==> src/rtl/count_source_pkg.sv <==
// Shared definitions for the count source: FSM state encoding and prescaler width.
package count_source_pkg;

    typedef enum logic {
        ST_STOP = 1'b0,
        ST_RUN  = 1'b1
    } state_t;

    localparam int unsigned PRESC_W = 32;

endpackage

==> src/rtl/count_source_btn_debounce.sv <==
// Push-button conditioning: 2-flop synchronizer, stability-count debouncer and
// a one-cycle press pulse on the debounced rising edge.
module btn_debounce #(
    parameter int unsigned DB_CYCLES = 4
) (
    input  logic CLK,
    input  logic RST,
    input  logic BTN,
    output logic PRESS
);

    localparam int unsigned CW = (DB_CYCLES < 2) ? 1 : $clog2(DB_CYCLES + 1);
    localparam logic [CW-1:0] STAB_LAST = CW'(DB_CYCLES - 1);

    logic          sync1_q, sync2_q;
    logic          level_q, level_d;
    logic          level_prev_q;
    logic [CW-1:0] stab_q, stab_d;

    // Level flips on the edge where the stability count would reach DB_CYCLES.
    always_comb begin
        stab_d  = '0;
        level_d = level_q;
        if (sync2_q != level_q) begin
            if (stab_q == STAB_LAST) begin
                level_d = ~level_q;
            end else begin
                stab_d = stab_q + 1'b1;
            end
        end
    end

    always_ff @(posedge CLK) begin
        if (RST) begin
            sync1_q      <= 1'b0;
            sync2_q      <= 1'b0;
            level_q      <= 1'b0;
            level_prev_q <= 1'b0;
            stab_q       <= '0;
        end else begin
            sync1_q      <= BTN;
            sync2_q      <= sync1_q;
            level_q      <= level_d;
            level_prev_q <= level_q;
            stab_q       <= stab_d;
        end
    end

    assign PRESS = level_q & ~level_prev_q;

endmodule

==> src/rtl/count_source.sv <==
// Run/stop controlled up counter (mod MOD1) and down counter (mod MOD2)
// advanced by a prescaled tick, with wrap pulses and a synchronous clear.
module count_source
    import count_source_pkg::*;
#(
    parameter int unsigned DIV       = 4,
    parameter int unsigned MOD1      = 10,
    parameter int unsigned MOD2      = 16,
    parameter int unsigned DB_CYCLES = 4
) (
    input  logic       CLK,
    input  logic       RST,
    input  logic       BTN,
    input  logic       CLR,
    output logic [3:0] CNT1,
    output logic [3:0] CNT2,
    output logic       CARRY1,
    output logic       BORROW2,
    output logic       RUNNING
);

    localparam logic [3:0]         CNT1_MAX  = 4'(MOD1 - 1);
    localparam logic [3:0]         CNT2_MAX  = 4'(MOD2 - 1);
    localparam logic [PRESC_W-1:0] PRESC_MAX = PRESC_W'(DIV - 1);

    logic               press;
    logic               tick;
    state_t             state_q, state_d;
    logic               running_q;
    logic [PRESC_W-1:0] presc_q, presc_d;
    logic [3:0]         cnt1_q, cnt1_d;
    logic [3:0]         cnt2_q, cnt2_d;
    logic               carry_q, carry_d;
    logic               borrow_q, borrow_d;

    btn_debounce #(
        .DB_CYCLES (DB_CYCLES)
    ) u_btn_debounce (
        .CLK   (CLK),
        .RST   (RST),
        .BTN   (BTN),
        .PRESS (press)
    );

    assign tick = (state_q == ST_RUN) && (presc_q == PRESC_MAX);

    always_comb begin
        state_d = state_q;
        if (press) begin
            state_d = (state_q == ST_RUN) ? ST_STOP : ST_RUN;
        end
    end

    // CLR is applied last so it overrides a coincident tick; a press still toggles state.
    always_comb begin
        presc_d  = presc_q;
        cnt1_d   = cnt1_q;
        cnt2_d   = cnt2_q;
        carry_d  = 1'b0;
        borrow_d = 1'b0;
        if (state_q == ST_RUN) begin
            presc_d = tick ? '0 : presc_q + 1'b1;
        end
        if (tick) begin
            if (cnt1_q == CNT1_MAX) begin
                cnt1_d  = '0;
                carry_d = 1'b1;
            end else begin
                cnt1_d = cnt1_q + 4'd1;
            end
            if (cnt2_q == 4'd0) begin
                cnt2_d   = CNT2_MAX;
                borrow_d = 1'b1;
            end else begin
                cnt2_d = cnt2_q - 4'd1;
            end
        end
        if (press) begin
            presc_d = '0;
        end
        if (CLR) begin
            presc_d  = '0;
            cnt1_d   = '0;
            cnt2_d   = CNT2_MAX;
            carry_d  = 1'b0;
            borrow_d = 1'b0;
        end
    end

    always_ff @(posedge CLK) begin
        if (RST) begin
            state_q   <= ST_STOP;
            running_q <= 1'b0;
            presc_q   <= '0;
            cnt1_q    <= '0;
            cnt2_q    <= CNT2_MAX;
            carry_q   <= 1'b0;
            borrow_q  <= 1'b0;
        end else begin
            state_q   <= state_d;
            running_q <= (state_d == ST_RUN);
            presc_q   <= presc_d;
            cnt1_q    <= cnt1_d;
            cnt2_q    <= cnt2_d;
            carry_q   <= carry_d;
            borrow_q  <= borrow_d;
        end
    end

    assign CNT1    = cnt1_q;
    assign CNT2    = cnt2_q;
    assign CARRY1  = carry_q;
    assign BORROW2 = borrow_q;
    assign RUNNING = running_q;

endmodule

==> config.mk <==
export PLATFORM = sky130hd
export DESIGN_NAME = count_source
export DESIGN_NICKNAME = d
export VERILOG_FILES = /design/src/rtl/count_source_pkg.sv /design/src/rtl/count_source_btn_debounce.sv /design/src/rtl/count_source.sv
export SDC_FILE = /design/constraint.sdc
export NUM_CORES = 1
export LEC_CHECK = 0
export CAP_MARGIN = 40
export CORE_MARGIN = 2
export CORE_UTILIZATION = 62
export CTS_CLUSTER_SIZE = 20
export DETAILED_ROUTE_END_ITERATION = 16
export GPL_TIMING_DRIVEN = 0
export PLACE_DENSITY_LB_ADDON = 0.08
export SLEW_MARGIN = 10
export SYNTH_ARGS = -nofsm -noshare
export SYNTH_HDL_FRONTEND = slang
export SYNTH_SLANG_ARGS = --single-unit
==> constraint.sdc <==
create_clock -name CLK -period 4.47 [get_ports CLK]
set_input_delay 0.894 -clock CLK [delete_from_list [all_inputs] [get_ports CLK]]
set_output_delay 0.894 -clock CLK [all_outputs]
set_load 0.005 [all_outputs]
==> flow_summary.json <==
{
  "reg2reg_slack_ns": 1.79,
  "clock_path_buffers": 2,
  "grt_antenna_before_repair": 0,
  "synth_seq_area_share_pct": 41.6,
  "synth_edf_count": 0,
  "rsz0062_at_grt": "no",
  "synth.top_cells.by_area": "dfxtp_1, a21oi_1, nor2_1",
  "h-tree-depth": 2,
  "synth-async-reset-ratio_pct": 0,
  "synth_warnings": 0,
  "fin_skew_ns": 0.00702,
  "crit_type": "input port to register",
  "r2r_end": "presc_q[15]$_SDFFE_PP0P_",
  "cap_viol_max_count": 0,
  "crit_path_max_incr_delay_ns": 0.52,
  "io_buffers": 14,
  "crit_chain": "clkdlybuf4s50_1 -> or2_2 -> clkbuf_1 -> nor2_1 -> o21ai_1 -> buf_2 -> clkbuf_1 -> a21oi_1",
  "hold_path.startpoint": "u_btn_debounce.stab_q[0]$_SDFF_PP0_",
  "outcome": "finished, final reports clean",
  "synth_top_area_share_pct": 41.6,
  "grt_start_max_net_pins": 16,
  "clkLatencyLatePin_ns": 0.30,
  "r2r_start": "presc_q[0]$_SDFFE_PP0P_",
  "place_inst": 345,
  "die_w_um": 66.3,
  "cts_resized": 0,
  "path_clk_slew_ns": 0.09,
  "place_area_mm2": 0.00260,
  "whs_path_depth": 1,
  "netSwitchingFraction_pct": 20.4,
  "crit_slowest_cell": "clkdlybuf4s50_1",
  "net-switching-power_mw": 0.158,
  "p_comb_share_pct": 1.9,
  "drtPass1Iterations": 4,
  "cp-start-kind": "input port",
  "num_antenna_cells": 0,
  "max_freq_mhz": 336,
  "fin_area_mm2": 0.00271,
  "r2r_cells": 7,
  "clkPwrFrac_pct": 40.4,
  "synthFlopType": "dfxtp_1",
  "finalSetupViolCount": 0,
  "syn_area_mm2": 0.00240,
  "syn-num-nets": 292,
  "finalMaxSlewViolations": 0,
  "worstMarginPinSlew_ns": 0.556,
  "dp_hpwl_um": 3560,
  "required_ns": 4.70,
  "instances_no_fill": 353,
  "hold_viol": 0,
  "wire_per_inst_um": 14.6,
  "avgSynthCellArea_um2": 8.49,
  "ys_ff_latch": 50,
  "num_vias": 2156,
  "layout.nets": 313,
  "crit_top_cell": "clkbuf_1",
  "critPathBufInv": 4,
  "gp_congestion": 0.826,
  "route.detailed.drc": 0,
  "critPathTopFamily": "buffers and inverters",
  "grt_pass1_wl_um": 8800,
  "start_util_pct": 65.2,
  "synth.distinct_cells": 35,
  "num_rows": 22,
  "worstPathMaxFanout": 10,
  "max-slew-margin-rel_pct": 62.8,
  "track_usage_pct": 25.7,
  "peakVddDrop_mv": 0.218,
  "post_cts_buffers": 0,
  "core_area_mm2": 0.00369,
  "finalPower_mw": 0.775,
  "finalCritPeriodShare_pct": 66.5,
  "p_leak_nw": 0.838,
  "layout-drive-gt1-share_pct": 5.25,
  "drtAntennaViolNets": 0,
  "yosys.area.top_type": "dfxtp_1",
  "postCtsHoldBufs": 0,
  "grt_pass1_vias": 1982,
  "cts_tree": "built",
  "numCtsBuffers": 5,
  "hold_class": "register to register",
  "whs_endpoint": "u_btn_debounce.stab_q[0]$_SDFF_PP0_",
  "area_growth_pct": 12.9,
  "synthCells": 283,
  "arrival_ns": 3.21,
  "overflow": 0,
  "cts.sinks": 50,
  "min_period_ns": 2.97,
  "die_y_um": 66.3,
  "drtIter0Drc": 285,
  "routed_wl_um": 5160,
  "ioPinCount": 15,
  "synth_common_cells": "dfxtp_1, nor2_1, a21oi_1",
  "intPower_mw": 0.616,
  "powerDensity_mw_per_mm2": 286,
  "die-area_mm2": 0.00439,
  "endpoint_kind": "register",
  "vias_per_cell": 6.11,
  "synth_most_common_cell": "dfxtp_1",
  "fin_setup_tns_ns": 0,
  "root_buffer": "clkbuf_8",
  "pwr-share-seq_pct": 57.6
}
-- logic make-up after synthesis --
| logic type | synth area share (%) |
|---|---|
| compound gates | 14.7 |
| xor+xnor | 4.01 |
| fa+ha+maj | 2.60 |
| buf+inv | 5.36 |
| flops | 41.6 |
| mux | 2.08 |
| simple gates | 29.6 |
-- routing by layer --
| layer | vias up | track usage (%) | share of wire, % |
|---|---|---|---|
| met5 | - | 0 | 0 |
| met4 | 0 | 8.42 | 0.85 |
| met3 | 5 | 5.62 | 5.1 |
| met2 | 56 | 43.6 | 48 |
| met1 | 1005 | 32.1 | 46 |
| li1 | 1090 | - | - |
-- power by group through the flow --
stage / sequential [mW] / clock (mW) / combinational [mW]
finish: 0.446 / 0.313 / 0.0151
global route: 0.447 / 0.337 / 0.0170
CTS: 0.447 / 0.317 / 0.0151
detailed placement: 0.457 / 0 / 0.0152
global placement: 0.457 / 0 / 0.0152
floorplan: 0.457 / 0 / 0.00888
-- cells in the final DEF, fill, tap and decap left out, types with 3 or more instances in the layout --
cell type / netlist / routed
dfxtp_1: 50 / 50
nor2_1: 24 / 24
a21oi_1: 23 / 23
nand2_1: 15 / 15
inv_1: 14 / 14
clkdlybuf4s50_1: 0 / 14
nand4_1: 13 / 13
nor4_1: 13 / 13
o21ai_0: 13 / 13
o31ai_1: 12 / 12
nand3_1: 11 / 11
or4_1: 11 / 11
clkbuf_1: 10 / 10
or3_1: 9 / 9
and4_1: 7 / 7
xnor2_1: 7 / 7
o211ai_1: 6 / 6
nor3_1: 5 / 5
mux2i_1: 5 / 5
ha_1: 5 / 5
clkbuf_8: 0 / 5
nor2b_1: 4 / 4
xor2_1: 4 / 4
buf_6: 3 / 3
nand2b_1: 3 / 3
-- how the worst max path moves through the flow --
stage / from / end / depth (start not counted)
after global placement: RST / presc_q[30]$_SDFFE_PP0P_ / 8
after floorplan: RST / presc_q[11]$_SDFFE_PP0P_ / 7
after global routing: RST / presc_q[30]$_SDFFE_PP0P_ / 8
final: RST / presc_q[15]$_SDFFE_PP0P_ / 8
after CTS: RST / presc_q[15]$_SDFFE_PP0P_ / 8
after detailed placement: RST / presc_q[15]$_SDFFE_PP0P_ / 8
-- sequential cells by signal, summed over array words and instances (netlist names), 3 cells and up --
signal	count
CNT1	4
CNT2	4
presc_q	32
u_btn_debounce.stab_q	3
-- cell type report --
cell class | instances | area [µm²]
multi-input combinational | 205 | 1270
sequential | 50 | 1000
fill | 299 | 976
timing repair buffer | 14 | 140
buffer | 14 | 76.3
clock buffer | 5 | 68.8
tap | 48 | 60.1
inverter | 14 | 52.6
clock inverter | 3 | 40.0
-- per-stage QoR --
step                      setup slack, ns  hold slack [ns]  util (%)
after global placement               1.19            0.410      70.6
after global routing                 1.27            0.457      73.5
after floorplan                      2.16            0.399         -
after detailed placement             1.19            0.414      70.6
final                                1.50            0.419      73.5
after CTS                            1.51            0.426      73.5
Note: power is estimated with default switching activity, not from simulation.
==> patch (same settings) <==
Change the package constant `PRESC_W` from 32 to 64.
--- a/src/rtl/count_source_pkg.sv
+++ b/src/rtl/count_source_pkg.sv
@@ -6,7 +6,7 @@
         ST_RUN  = 1'b1
     } state_t;
 
-    localparam int unsigned PRESC_W = 32;
+    localparam int unsigned PRESC_W = 64;
 
 endpackage
 
Check against the original RTL: same outputs for any inputs over 10 cycles, from zero or initial values and one cycle with RST high; that may be too few to reach the edited logic, so the function may still have changed.
==> patch against the original RTL <==
- clock skew is 5.9 ps higher
- total power is 66% higher
- sequential cell count is 32 higher
- core utilization is 3.6 points lower
- wire length is 100% higher
- worst setup slack better by 320 ps
- area after synthesis is 79% higher
- final area is 74% higher
==> patch: results (changes against the original RTL) <==
Status
  – Status: complete, no violations (unchanged)

Placed design
  – Hpwl dp: 7470 um (was 3560 um)
  – PortBufs: 13 (was 14)

Layout
  – Clock-cell share: 3.95% (was 4.01%)
  – Bufs w/o clock: 46 (was 28)
  – Register area: 0.00164 mm^2 (was 0.00100 mm^2)
  – # nets final: 548 (was 313)
  – Inverter count of the layout excluding clock inverters: 12 (was 14)
  – Clk_buf instances: 11 (was 5)
  – #MultiIn Comb: 388 (was 205)
  – NonClk Buf Share: 6.73% (was 7.98%)
  – Share of layout cells above drive strength 1: 7.90% (was 5.25%)
  – Number of flip-flops in the largest register: 64 (was 32)

Synthesis
  – Post-Synth Adder-Cell Area: 1.46% (was 2.60%)
  – Post-synth top cells: 82 x dfxtp_1, 67 x nor2_1, 41 x nand4_1 (was 50 x dfxtp_1, 24 x nor2_1, 23 x a21oi_1)
  – Synth unique cells: 49 (was 35)
  – Syn Nets: 522 (was 292)
  – Synth Area in Compound Gates: 8.25% (was 14.7%)

Clock network
  – Clk_lat worst skew: 360 ps (was 300 ps)
  – Sink Count: 82 (was 50)
  – H-Tree Depth: 3 (was 2)

Setup path
  – Crit path DAT: 2900 ps (was 3210 ps)
  – Crit path from: presc_q[36] (was RST)

STA
  – Fmax: 377 MHz (was 336 MHz)
  – Final Skew: 12.9 ps (was 7.02 ps)

Power and ir drop
  – P_leak: 1.45 nW (was 0.838 nW)
  – Max VDD drop: 0.226 mV (was 0.218 mV)

Floorplan
  – Chip width: 87.2 um (was 66.3 um)

Detailed routing
  – Via density per instance: 6.53 (was 6.11)
  – Iteration-0 DRC Markers: 357 (was 285)

GRT
  – Vias in the first global route: 3,758 (was 1,982)
  – Gr usage total: 29.2% (was 25.7%)
  – Largest net degree at the start of global routing: 14 (was 16)
patch: through the flow:
| step | instances | worst slack, ps | util, % | power (W) |
|---|---|---|---|---|
| after floorplan | 513 | 2270 | - | 0.000764 |
| after global placement | 606 | 1780 | 67.0 | 0.000771 |
| after detailed placement | 608 | 1760 | 67.1 | 0.000772 |
| after CTS | 624 | 1890 | 69.9 | 0.00129 |
| after global routing | 624 | 1700 | 69.9 | 0.00132 |
| final | 624 | 1820 | 69.9 | 0.00128 |
patch: where the power goes:
group | internal (W) | switching, W | leakage, nW
Combinational | 0.00000805 | 0.0000152 | 0.697
Clock | 0.000257 | 0.000272 | 0.0893
Sequential | 0.000731 | 0.000000446 | 0.661
patch: worst paths after layout:
kind                                                 end  slack (ps)  cells past startpoint
worst min-delay path            u_btn_debounce.stab_q[0]         420                      1
worst max register to register               presc_q[13]        1820                      8
worst max-delay path                         presc_q[13]        1820                      8
worst min register to register  u_btn_debounce.stab_q[0]         420                      1
patch: per-layer routing:
metal | GRT usage, % | routed length, um
met2 | 47.4 | 4920
met4 | 10.8 | 272
met1 | 38.5 | 4700
met5 | 0 | 0
met3 | 6.16 | 582
patch: kinds of logic (layout without fill, tap and decap cells):
family          Yosys count  count (layout)
simple gates            282             282
flops                    82              82
buf+inv                  43              74
fa+ha+maj                 5               5
mux                       1               1
xor+xnor                 45              45
compound gates           55              55
patch: critical path, cell delays in order (launching register included):
cell and delay, ps:
dfxtp_1 370, nor4_1 550, nand4_1 280, or4_1 590
buf_2 210, nand2b_1 90, buf_4 170, buf_4 210
nor2_1 70
